**src/rtl/neuron_mac_seq_if.sv**
```systemverilog
// Interface bundling the neuron MAC's handshake and data signals.
// The slave modport is the MAC itself. The master modport is its environment:
// the upstream feeder, the tanh unit and the downstream consumer.
interface neuron_mac_seq_if;
  logic        start;
  logic [31:0] bias;
  logic        in_valid;
  logic        in_ready;
  logic [31:0] x_in;
  logic [31:0] w_in;
  logic        act_en;
  logic [31:0] act_data;
  logic        act_done;
  logic [31:0] act_result;
  logic [31:0] y_out;
  logic        y_valid;
  logic        overflow;
  logic        busy;

  modport slave (
    input  start, bias, in_valid, x_in, w_in, act_done, act_result,
    output in_ready, act_en, act_data, y_out, y_valid, overflow, busy
  );

  modport master (
    output start, bias, in_valid, x_in, w_in, act_done, act_result,
    input  in_ready, act_en, act_data, y_out, y_valid, overflow, busy
  );
endinterface

```
**src/rtl/neuron_mac_seq.sv**
```systemverilog
// Sequential neuron pre-activation stage.
// Streams N_INPUTS signed fixed-point (x, w) pairs and multiply-accumulates them
// into a 64-bit accumulator. It then adds the bias and clamps the sum to 32 bits.
// The clamped value drives the tanh unit over a level-enable/done handshake.
// The activation result is captured and presented with a one-cycle valid pulse.
module neuron_mac_seq #(
  parameter int unsigned N_INPUTS  = 8,
  parameter int unsigned FRAC_BITS = 14
) (
  input  logic              clk,
  input  logic              rstn,
  neuron_mac_seq_if.slave   bus
);

  typedef enum logic [2:0] {
    IDLE,
    ACCUM,
    BIAS,
    SAT,
    ACT,
    DRAIN
  } state_t;

  localparam logic [7:0]         LAST_IDX = 8'(N_INPUTS - 1);
  localparam logic signed [63:0] SAT_MAX  = 64'sh0000_0000_7FFF_FFFF;
  localparam logic signed [63:0] SAT_MIN  = 64'shFFFF_FFFF_8000_0000;

  state_t             state;
  state_t             state_nx;

  logic signed [63:0] acc;
  logic signed [63:0] prod;
  logic signed [63:0] term;
  logic [31:0]        bias_q;
  logic [7:0]         count;
  logic [31:0]        act_data_q;
  logic [31:0]        y_out_q;
  logic               y_valid_q;
  logic               overflow_q;
  logic               accept;
  logic               start_ok;

  // Full-precision signed product, floored back to the fixed-point scale
  always_comb begin
    prod = $signed({{32{bus.x_in[31]}}, bus.x_in}) *
           $signed({{32{bus.w_in[31]}}, bus.w_in});
    term = prod >>> FRAC_BITS;
  end

  assign accept   = (state == ACCUM) && bus.in_valid;
  assign start_ok = bus.start && !bus.act_done;

  // State register
  always_ff @(posedge clk) begin
    if (!rstn) begin
      state <= IDLE;
    end else begin
      state <= state_nx;
    end
  end

  // Next-state logic for the evaluation sequence
  always_comb begin
    state_nx = state;
    case (state)
      IDLE:    if (start_ok) state_nx = ACCUM;
      ACCUM:   if (accept && (count == LAST_IDX)) state_nx = BIAS;
      BIAS:    state_nx = SAT;
      SAT:     state_nx = ACT;
      ACT:     if (bus.act_done) state_nx = DRAIN;
      DRAIN:   if (!bus.act_done) state_nx = IDLE;
      default: state_nx = IDLE;
    endcase
  end

  // Datapath: accumulate, add bias, clamp, capture the activation result
  always_ff @(posedge clk) begin
    if (!rstn) begin
      acc        <= '0;
      count      <= '0;
      bias_q     <= '0;
      act_data_q <= '0;
      y_out_q    <= '0;
      y_valid_q  <= 1'b0;
      overflow_q <= 1'b0;
    end else begin
      y_valid_q <= 1'b0;
      case (state)
        IDLE: begin
          if (start_ok) begin
            bias_q     <= bus.bias;
            acc        <= '0;
            count      <= '0;
            overflow_q <= 1'b0;
          end
        end
        ACCUM: begin
          if (accept) begin
            acc   <= acc + term;
            count <= count + 8'd1;
          end
        end
        BIAS: begin
          acc <= acc + {{32{bias_q[31]}}, bias_q};
        end
        SAT: begin
          if (acc > SAT_MAX) begin
            act_data_q <= 32'h7FFF_FFFF;
            overflow_q <= 1'b1;
          end else if (acc < SAT_MIN) begin
            act_data_q <= 32'h8000_0000;
            overflow_q <= 1'b1;
          end else begin
            act_data_q <= acc[31:0];
          end
        end
        ACT: begin
          if (bus.act_done) begin
            y_out_q   <= bus.act_result;
            y_valid_q <= 1'b1;
          end
        end
        default: ;
      endcase
    end
  end

  assign bus.in_ready = (state == ACCUM);
  assign bus.act_en   = (state == ACT);
  assign bus.busy     = (state != IDLE);
  assign bus.act_data = act_data_q;
  assign bus.y_out    = y_out_q;
  assign bus.y_valid  = y_valid_q;
  assign bus.overflow = overflow_q;

endmodule
```
**src/flat_wrapper.sv**
```systemverilog
// flat-port wrapper written by rule: the top's interface ports become plain ports
module neuron_mac_seq_flat 
#(
  parameter int unsigned N_INPUTS  = 8,
  parameter int unsigned FRAC_BITS = 14
)
  (clk, rstn, bus_start, bus_bias, bus_in_valid, bus_x_in, bus_w_in, bus_act_done, bus_act_result, bus_in_ready, bus_act_en, bus_act_data, bus_y_out, bus_y_valid, bus_overflow, bus_busy);
  neuron_mac_seq_if bus_i ();
  input  logic clk;
  input  logic rstn;
  input wire logic [$bits(bus_i.start)-1:0] bus_start;
  input wire logic [$bits(bus_i.bias)-1:0] bus_bias;
  input wire logic [$bits(bus_i.in_valid)-1:0] bus_in_valid;
  input wire logic [$bits(bus_i.x_in)-1:0] bus_x_in;
  input wire logic [$bits(bus_i.w_in)-1:0] bus_w_in;
  input wire logic [$bits(bus_i.act_done)-1:0] bus_act_done;
  input wire logic [$bits(bus_i.act_result)-1:0] bus_act_result;
  output wire logic [$bits(bus_i.in_ready)-1:0] bus_in_ready;
  output wire logic [$bits(bus_i.act_en)-1:0] bus_act_en;
  output wire logic [$bits(bus_i.act_data)-1:0] bus_act_data;
  output wire logic [$bits(bus_i.y_out)-1:0] bus_y_out;
  output wire logic [$bits(bus_i.y_valid)-1:0] bus_y_valid;
  output wire logic [$bits(bus_i.overflow)-1:0] bus_overflow;
  output wire logic [$bits(bus_i.busy)-1:0] bus_busy;
  assign bus_i.start = bus_start;
  assign bus_i.bias = bus_bias;
  assign bus_i.in_valid = bus_in_valid;
  assign bus_i.x_in = bus_x_in;
  assign bus_i.w_in = bus_w_in;
  assign bus_i.act_done = bus_act_done;
  assign bus_i.act_result = bus_act_result;
  assign bus_in_ready = bus_i.in_ready;
  assign bus_act_en = bus_i.act_en;
  assign bus_act_data = bus_i.act_data;
  assign bus_y_out = bus_i.y_out;
  assign bus_y_valid = bus_i.y_valid;
  assign bus_overflow = bus_i.overflow;
  assign bus_busy = bus_i.busy;
  neuron_mac_seq #(.N_INPUTS(N_INPUTS), .FRAC_BITS(FRAC_BITS)) u_core (.clk(clk), .rstn(rstn), .bus(bus_i));
endmodule
```
**config.mk**
```make
export PLATFORM = sky130hd
export DESIGN_NAME = neuron_mac_seq_flat
export DESIGN_NICKNAME = d
export VERILOG_FILES = /design/src/rtl/neuron_mac_seq_if.sv /design/src/rtl/neuron_mac_seq.sv /design/src/flat_wrapper.sv
export SDC_FILE = /design/constraint.sdc
export NUM_CORES = 2
export LEC_CHECK = 0
export ABC_AREA = 1
export ABC_CLOCK_PERIOD_IN_PS = 21100
export BUFFER_PORTS_ARGS = -buffer_cell sky130_fd_sc_hd__buf_2
export CAP_MARGIN = 20
export CORE_ASPECT_RATIO = 0.5
export CORE_MARGIN = 2
export CORE_UTILIZATION = 60
export CTS_BUF_LIST = sky130_fd_sc_hd__clkbuf_8
export DETAILED_ROUTE_END_ITERATION = 12
export PLACE_DENSITY = 0.76
export SETUP_SLACK_MARGIN = 0.3
export SLEW_MARGIN = 10
export SYNTH_ARGS = -nofsm -noshare
export SYNTH_HDL_FRONTEND = slang
export SYNTH_SLANG_ARGS = --single-unit
```
**constraint.sdc**
```tcl
create_clock -name clk -period 21.1 [get_ports clk]
set_input_delay 3.165 -clock clk [delete_from_list [all_inputs] [get_ports clk]]
set_output_delay 3.165 -clock clk [all_outputs]
set_load 0.005 [all_outputs]
```
# --- Word level (Yosys, flattened, before mapping) ---
# Index checks and enable logic that the tools add are counted.
op_classes:
  n_lt_le_gt_ge: 2
  n_mul: 1
  add_sub_neg: 3
  reduce_logical: 16
  mux: 18
  eq_ne: 12
op_table:
  columns: ["operator", "n"]
  rows:
  - ["case mux 64 bit (3 select lines)", 1]
  - ["2-to-1 mux 64 bit", 2]
  - ["adder 64 x 50 -> 64 bit", 1]
  - ["adder 64 bit", 1]
  - ["greater-than comparator 64 x 32 -> 1 bit, second input constant", 1]
  - ["< comparator 64 x 32 -> 1 bit, second input constant", 1]
  - ["multiplier 32 x 32 -> 64 bit", 1]
  - ["2-to-1 mux 32 bit", 2]
  - ["case mux 3 bit (6 select lines)", 1]
  - ["2-to-1 mux 8 bit", 2]
  - ["case mux 8 bit (2 select lines)", 1]
  - ["2-to-1 mux 3 bit", 4]
  - ["AND reduction 3 bit", 3]
  - ["adder 8 x 1 -> 8 bit, second input constant", 1]
  - ["== test 8 x 3 -> 1 bit, second input constant", 1]
  - ["== test 3 x 2 -> 1 bit, second input constant", 2]
  - ["== test 3 bit, second input constant", 2]
  - ["inequality test 2 x 1 -> 1 bit, second input constant", 3]
  - ["AND reduction 2 bit", 3]
  - ["nonzero test 3 bit", 2]
  - ["2-to-1 mux 1 bit", 4]
  - ["inequality test 2 bit, second input constant", 2]
  - ["AND reduction 4 bit", 1]
  - ["nonzero test 2 bit", 2]
  - ["6 further kinds", 8]
totals:
  word_cells: 60
  register_bits: 173
  out_inout_bits: 69
  inputBits: 133

# --- Longest topological paths before layout ---
logic_depth:
  word_depth: 5
  mapped_depth: 48

# --- Worst setup path before layout ---
# OpenSTA, ideal clock, no wires.
synth_timing:
  kind: "in2reg"
  start: "input port bus_x_in[31]"
  end: "register u_core.acc[54]"
  arrival_ps: 11660
  cell_stages: 35
  required_time_ps: 20991
  path_slack_ps: 9331
  cell_sequence: "clkbuf_1 > nand2_1 > inv_1 > fa_1 > fa_1 > fa_1 > inv_1 > fa_1 > inv_1 > fa_1 > fa_1 > inv_1 > fa_1 > inv_1 > fa_1 > ha_1 > nand2_1 > inv_1 > a21oi_1 > nand2_1 > a21oi_1 > nand2_1 > a21oi_1 > nand2_1 > nand2_1 > ha_1 > a21oi_1 > a21boi_0 > a21boi_0 > a21boi_0 > nand4_1 > nand3_1 > nand3_1 > nand2_1 > inv_1"
synth_via:
  elab_chain_len: 4
synth_rtl:
  columns: ["item", "line", "text"]
  rows:
  - ["start: declaration", "flat_wrapper.sv:14", "input wire logic [$bits(bus_i.x_in)-1:0] bus_x_in;"]
  - ["multiplier 32 x 32 -> 64 bit", "neuron_mac_seq.sv:45", "prod = $signed({{32{bus.x_in[31]}}, bus.x_in}) *"]
  - ["adder 64 x 50 -> 64 bit", "neuron_mac_seq.sv:99", "acc <= acc + term;"]
  - ["2-to-1 mux 64 bit", "neuron_mac_seq.sv:98", "if (accept) begin"]
  - ["case mux 64 bit (3 select lines)", "neuron_mac_seq.sv:88", "case (state)"]
  - ["end signal: assignment", "neuron_mac_seq.sv:99", null]
  - ["end signal: assignment", "neuron_mac_seq.sv:104", "acc <= acc + {{32{bias_q[31]}}, bias_q};"]
  - ["end: declaration", "neuron_mac_seq.sv:31", "logic signed [63:0] acc;"]
# No other way between the ends. The select of a mux whose other input is x is not followed.
# A chain may end at the register's enable or synchronous reset.

# --- Worst setup path after layout ---
layout_timing:
  start: "input port bus_w_in[2]"
  end: "register u_core.acc[54]"
layout_via:
  elab_chain_len: 4
layout_rtl:
  columns: ["item", "line", "text"]
  rows:
  - ["start: declaration", "flat_wrapper.sv:15", "input wire logic [$bits(bus_i.w_in)-1:0] bus_w_in;"]
  - ["multiplier 32 x 32 -> 64 bit", "neuron_mac_seq.sv:45", null]
  - ["adder 64 x 50 -> 64 bit", "neuron_mac_seq.sv:99", null]
  - ["2-to-1 mux 64 bit", "neuron_mac_seq.sv:98", null]
  - ["case mux 64 bit (3 select lines)", "neuron_mac_seq.sv:88", null]
# No other way between the ends. The select of a mux whose other input is x is not followed.

==> run summary <==
### Worst setup path
- **maximum fanout encountered on the critical timing path** 32
- **Worst R2R End** u_core.acc[63]
- **CP peak stage delay** 0.92 ns
- **Setup CP Type** in2reg
- **worst setup path start** bus_w_in[2]
- **endpoint class of the critical path** flip-flop
- **count of cells along the worst register-to-register path** 12
- **arrival time of the worst setup path** 13.51 ns
- **required time of the worst setup path** 21.52 ns
- **CP most frequent cell** nand2_1
- **critical path startpoint category** input port
- **Crit Reg-Reg Startpoint** u_core.state[0]
- **reg-to-reg slack, setup** 17.11 ns
- **Slowest cell on crit path** fa_1

### CTS
- **clock slew seen by the registers of the worst setup and hold paths** 0.10 ns
- **count of hold buffers inserted by post-cts repair** 0
- **maximum level of the CTS H-tree** 4
- **buffers inserted by post-CTS timing repair** 0
- **Skew-Pair Late Insertion Delay** 0.53 ns
- **clock buffer depth** 2
- **CTS buffer count** 17
- **clock tree from TritonCTS** done
- **clock tree sinks** 173
- **PostCTS Resize Cnt** 0
- **clk root buf** clkbuf_8

### Synth
- **Yosys warning count** 0
- **per-instance average area after synthesis** 7.292 sq um
- **part of the Yosys area used for sequential elements** 0.06458
- **number of enable flip-flop cells after synthesis** 0
- **Post-Synthesis Cell Area** 0.05363 sq mm
- **flip-flop and latch count after synthesis** 173
- **number of instances in the synthesized netlist** 7,354
- **Primary FF master, synth** dfxtp_1
- **net count after synthesis** 8,882
- **library cells used by synthesis** 63
- **async set or reset register ratio after synthesis** 0

### Global route
- **global routing usage summed across all routing layers** 0.3609
- **GRT overflow** 0
- **number of antenna violations at the first check in global routing** 5
- **maximum number of pins on one net before global-route repair** 94
- **via count of the first global-routing pass** 47,400
- **first-pass GRT wire length** 258.1 mm

### Floorplan
- **starting density of the core** 0.6063
- **DIE WIDTH** 426.8 microns
- **floorplan die area** 0.09193 sq mm
- **count of pins on the block boundary** 202
- **Chip Height** 215.4 microns
- **core outline area** 0.08844 sq mm
- **Rows** 77

### STA
- **fin crit period** 13.10 ns
- **worst slew margin relative to its limit** 0.2913
- **Final Skew** 0.03216 ns
- **TNS Setup** 0 ns
- **final hold violation count** 0
- **setup repair after global routing missed its margin** false
- **actual transition at the worst max-transition pin** 1.063 ns
- **final-report setup violation count** 0
- **Final Cycle Share** 0.6208
- **final slew viol count** 0
- **Peak Freq** 76.34 MHz

### Run
- **max-cap viol count** 0

### Drt
- **via total after detailed routing** 47,030
- **drt wl/cell** 18.86 microns
- **first drt pass iteration count** 6
- **post-route antenna net violation count** 0
- **number of violations reported at the end of detailed-routing iteration 0** 4,829
- **Avg Vias per Cell** 5.507
- **number of remaining DRC errors** 0
- **wire length reported by the detailed router** 161.1 mm

### Hold path
- **hold path startpoint** u_core.count[5]
- **class of the tightest hold or removal check** reg2reg
- **worst hold path stage count** 2
- **hold-critical path endpoint** u_core.count[6]

### Placement
- **hpwl dp** 134.6 mm
- **last weighted congestion value of the routability-driven placer** 1.035
- **total of buffers placed on input and output ports** 201

### Layout
- **fraction of final layout cells sized beyond drive strength 1** 0.05293
- **area growth from synthesis to final layout** 3.880%
- **top library cells by usage in the layout, fill and taps aside** inv_1 (1,869), nand2_1 (1,683), fa_1 (1,083)
- **Final nets** 8,865
- **leading cell type in the layout, fill and taps excluded** inv_1

### Status
- **run status** complete, no violations

==> synth_stat cells, drive strengths merged (14+ instances only) <==
cell	n	area, sq um
o21a	14	105.1
fa	1083	21680
xnor2	22	192.7
nor3	36	210.2
ha	312	3904
nand2	1703	6452
nand4	38	244.0
or2	27	168.9
o21ai	339	1772
a21boi	14	108.9
a31oi	33	206.5
a21o	19	142.6
a21oi	377	1966
nor4	25	202.7
buf	23	122.6
dfxtp	173	3463
inv	1894	7109
o211ai	33	267.8
xor2	37	324.1
nand3b	18	135.1
o21bai	25	221.5
nor2	606	2322
nand3	240	1216
clkbuf	236	887.1
==> logic make-up after synthesis <==
| family | count (synthesis) | share of synthesized area |
|---|---|---|
| fa+ha+maj | 1395 | 0.4771 |
| simple gates | 2701 | 0.2053 |
| flops | 173 | 0.06458 |
| compound gates | 871 | 0.09181 |
| xor+xnor | 59 | 0.009636 |
| buf+inv | 2155 | 0.1516 |
==> metrics by stage <==
step / worst slack [ns] / util / std cells / cell area [sq um] / hold slack [ns]
after floorplan: 9.331 / - / 7354 / 53630 / 0.4573
after global placement: 7.698 / 0.6250 / 8502 / 55280 / 0.4568
after detailed placement: 7.578 / 0.6250 / 8502 / 55280 / 0.4613
after CTS: 8.094 / 0.6295 / 8533 / 55680 / 0.4749
after global routing: 7.182 / 0.6298 / 8539 / 55700 / 0.5057
final: 8.001 / 0.6299 / 8540 / 55710 / 0.4676
==> worst max-delay path by stage <==
stage | to | slack, ns | cells after the start
final | u_core.acc[54] | 8.00 | 39
after global routing | u_core.acc[54] | 7.18 | 35
after CTS | u_core.acc[54] | 8.09 | 35
after detailed placement | u_core.acc[59] | 7.58 | 38
after global placement | u_core.acc[54] | 7.70 | 35
after floorplan | u_core.acc[54] | 9.33 | 35
==> state kept, by name, summed over array words and instances, names as in the netlist <==
| name | flops |
|---|---|
| u_core.acc | 64 |
| u_core.bias_q | 32 |
| u_core.bus.act_data | 32 |
| u_core.bus.overflow | 1 |
| u_core.bus.y_out | 32 |
| u_core.bus.y_valid | 1 |
| u_core.count | 8 |
| u_core.state | 3 |
==> critical path: cells and delay by family <==
| kind | cells | cell delay (ns) |
|---|---|---|
| and+or+nand+nor | 18 | 2.68 |
| adders and majority gates | 10 | 5.77 |
| AOI/OAI and AO/OA | 1 | 0.11 |
| buffers and inverters | 10 | 1.73 |
==> metal layers <==
layer,vias up,GRT usage,part of all wire
met5,-,0,0
met4,0,0.1160,0.034
met3,306,0.06018,0.10
met2,2164,0.5574,0.44
met1,22830,0.5207,0.42
li1,21720,-,-
==> cell type report <==
type                            instances  area, sq um
Sequential cell                       173         3465
Antenna cell                            6        15.01
Timing Repair Buffer                  223         1179
Fill cell                            8235        32740
Multi-Input combinational cell       5026        42050
Clock inverter                         13        152.6
Clock buffer                           18        247.7
Tap cell                             1185         1483
Inverter                             1896         7118
Power is not shown: default switching activity piles up to over one toggle a cycle in this logic, so the estimate is an artifact.
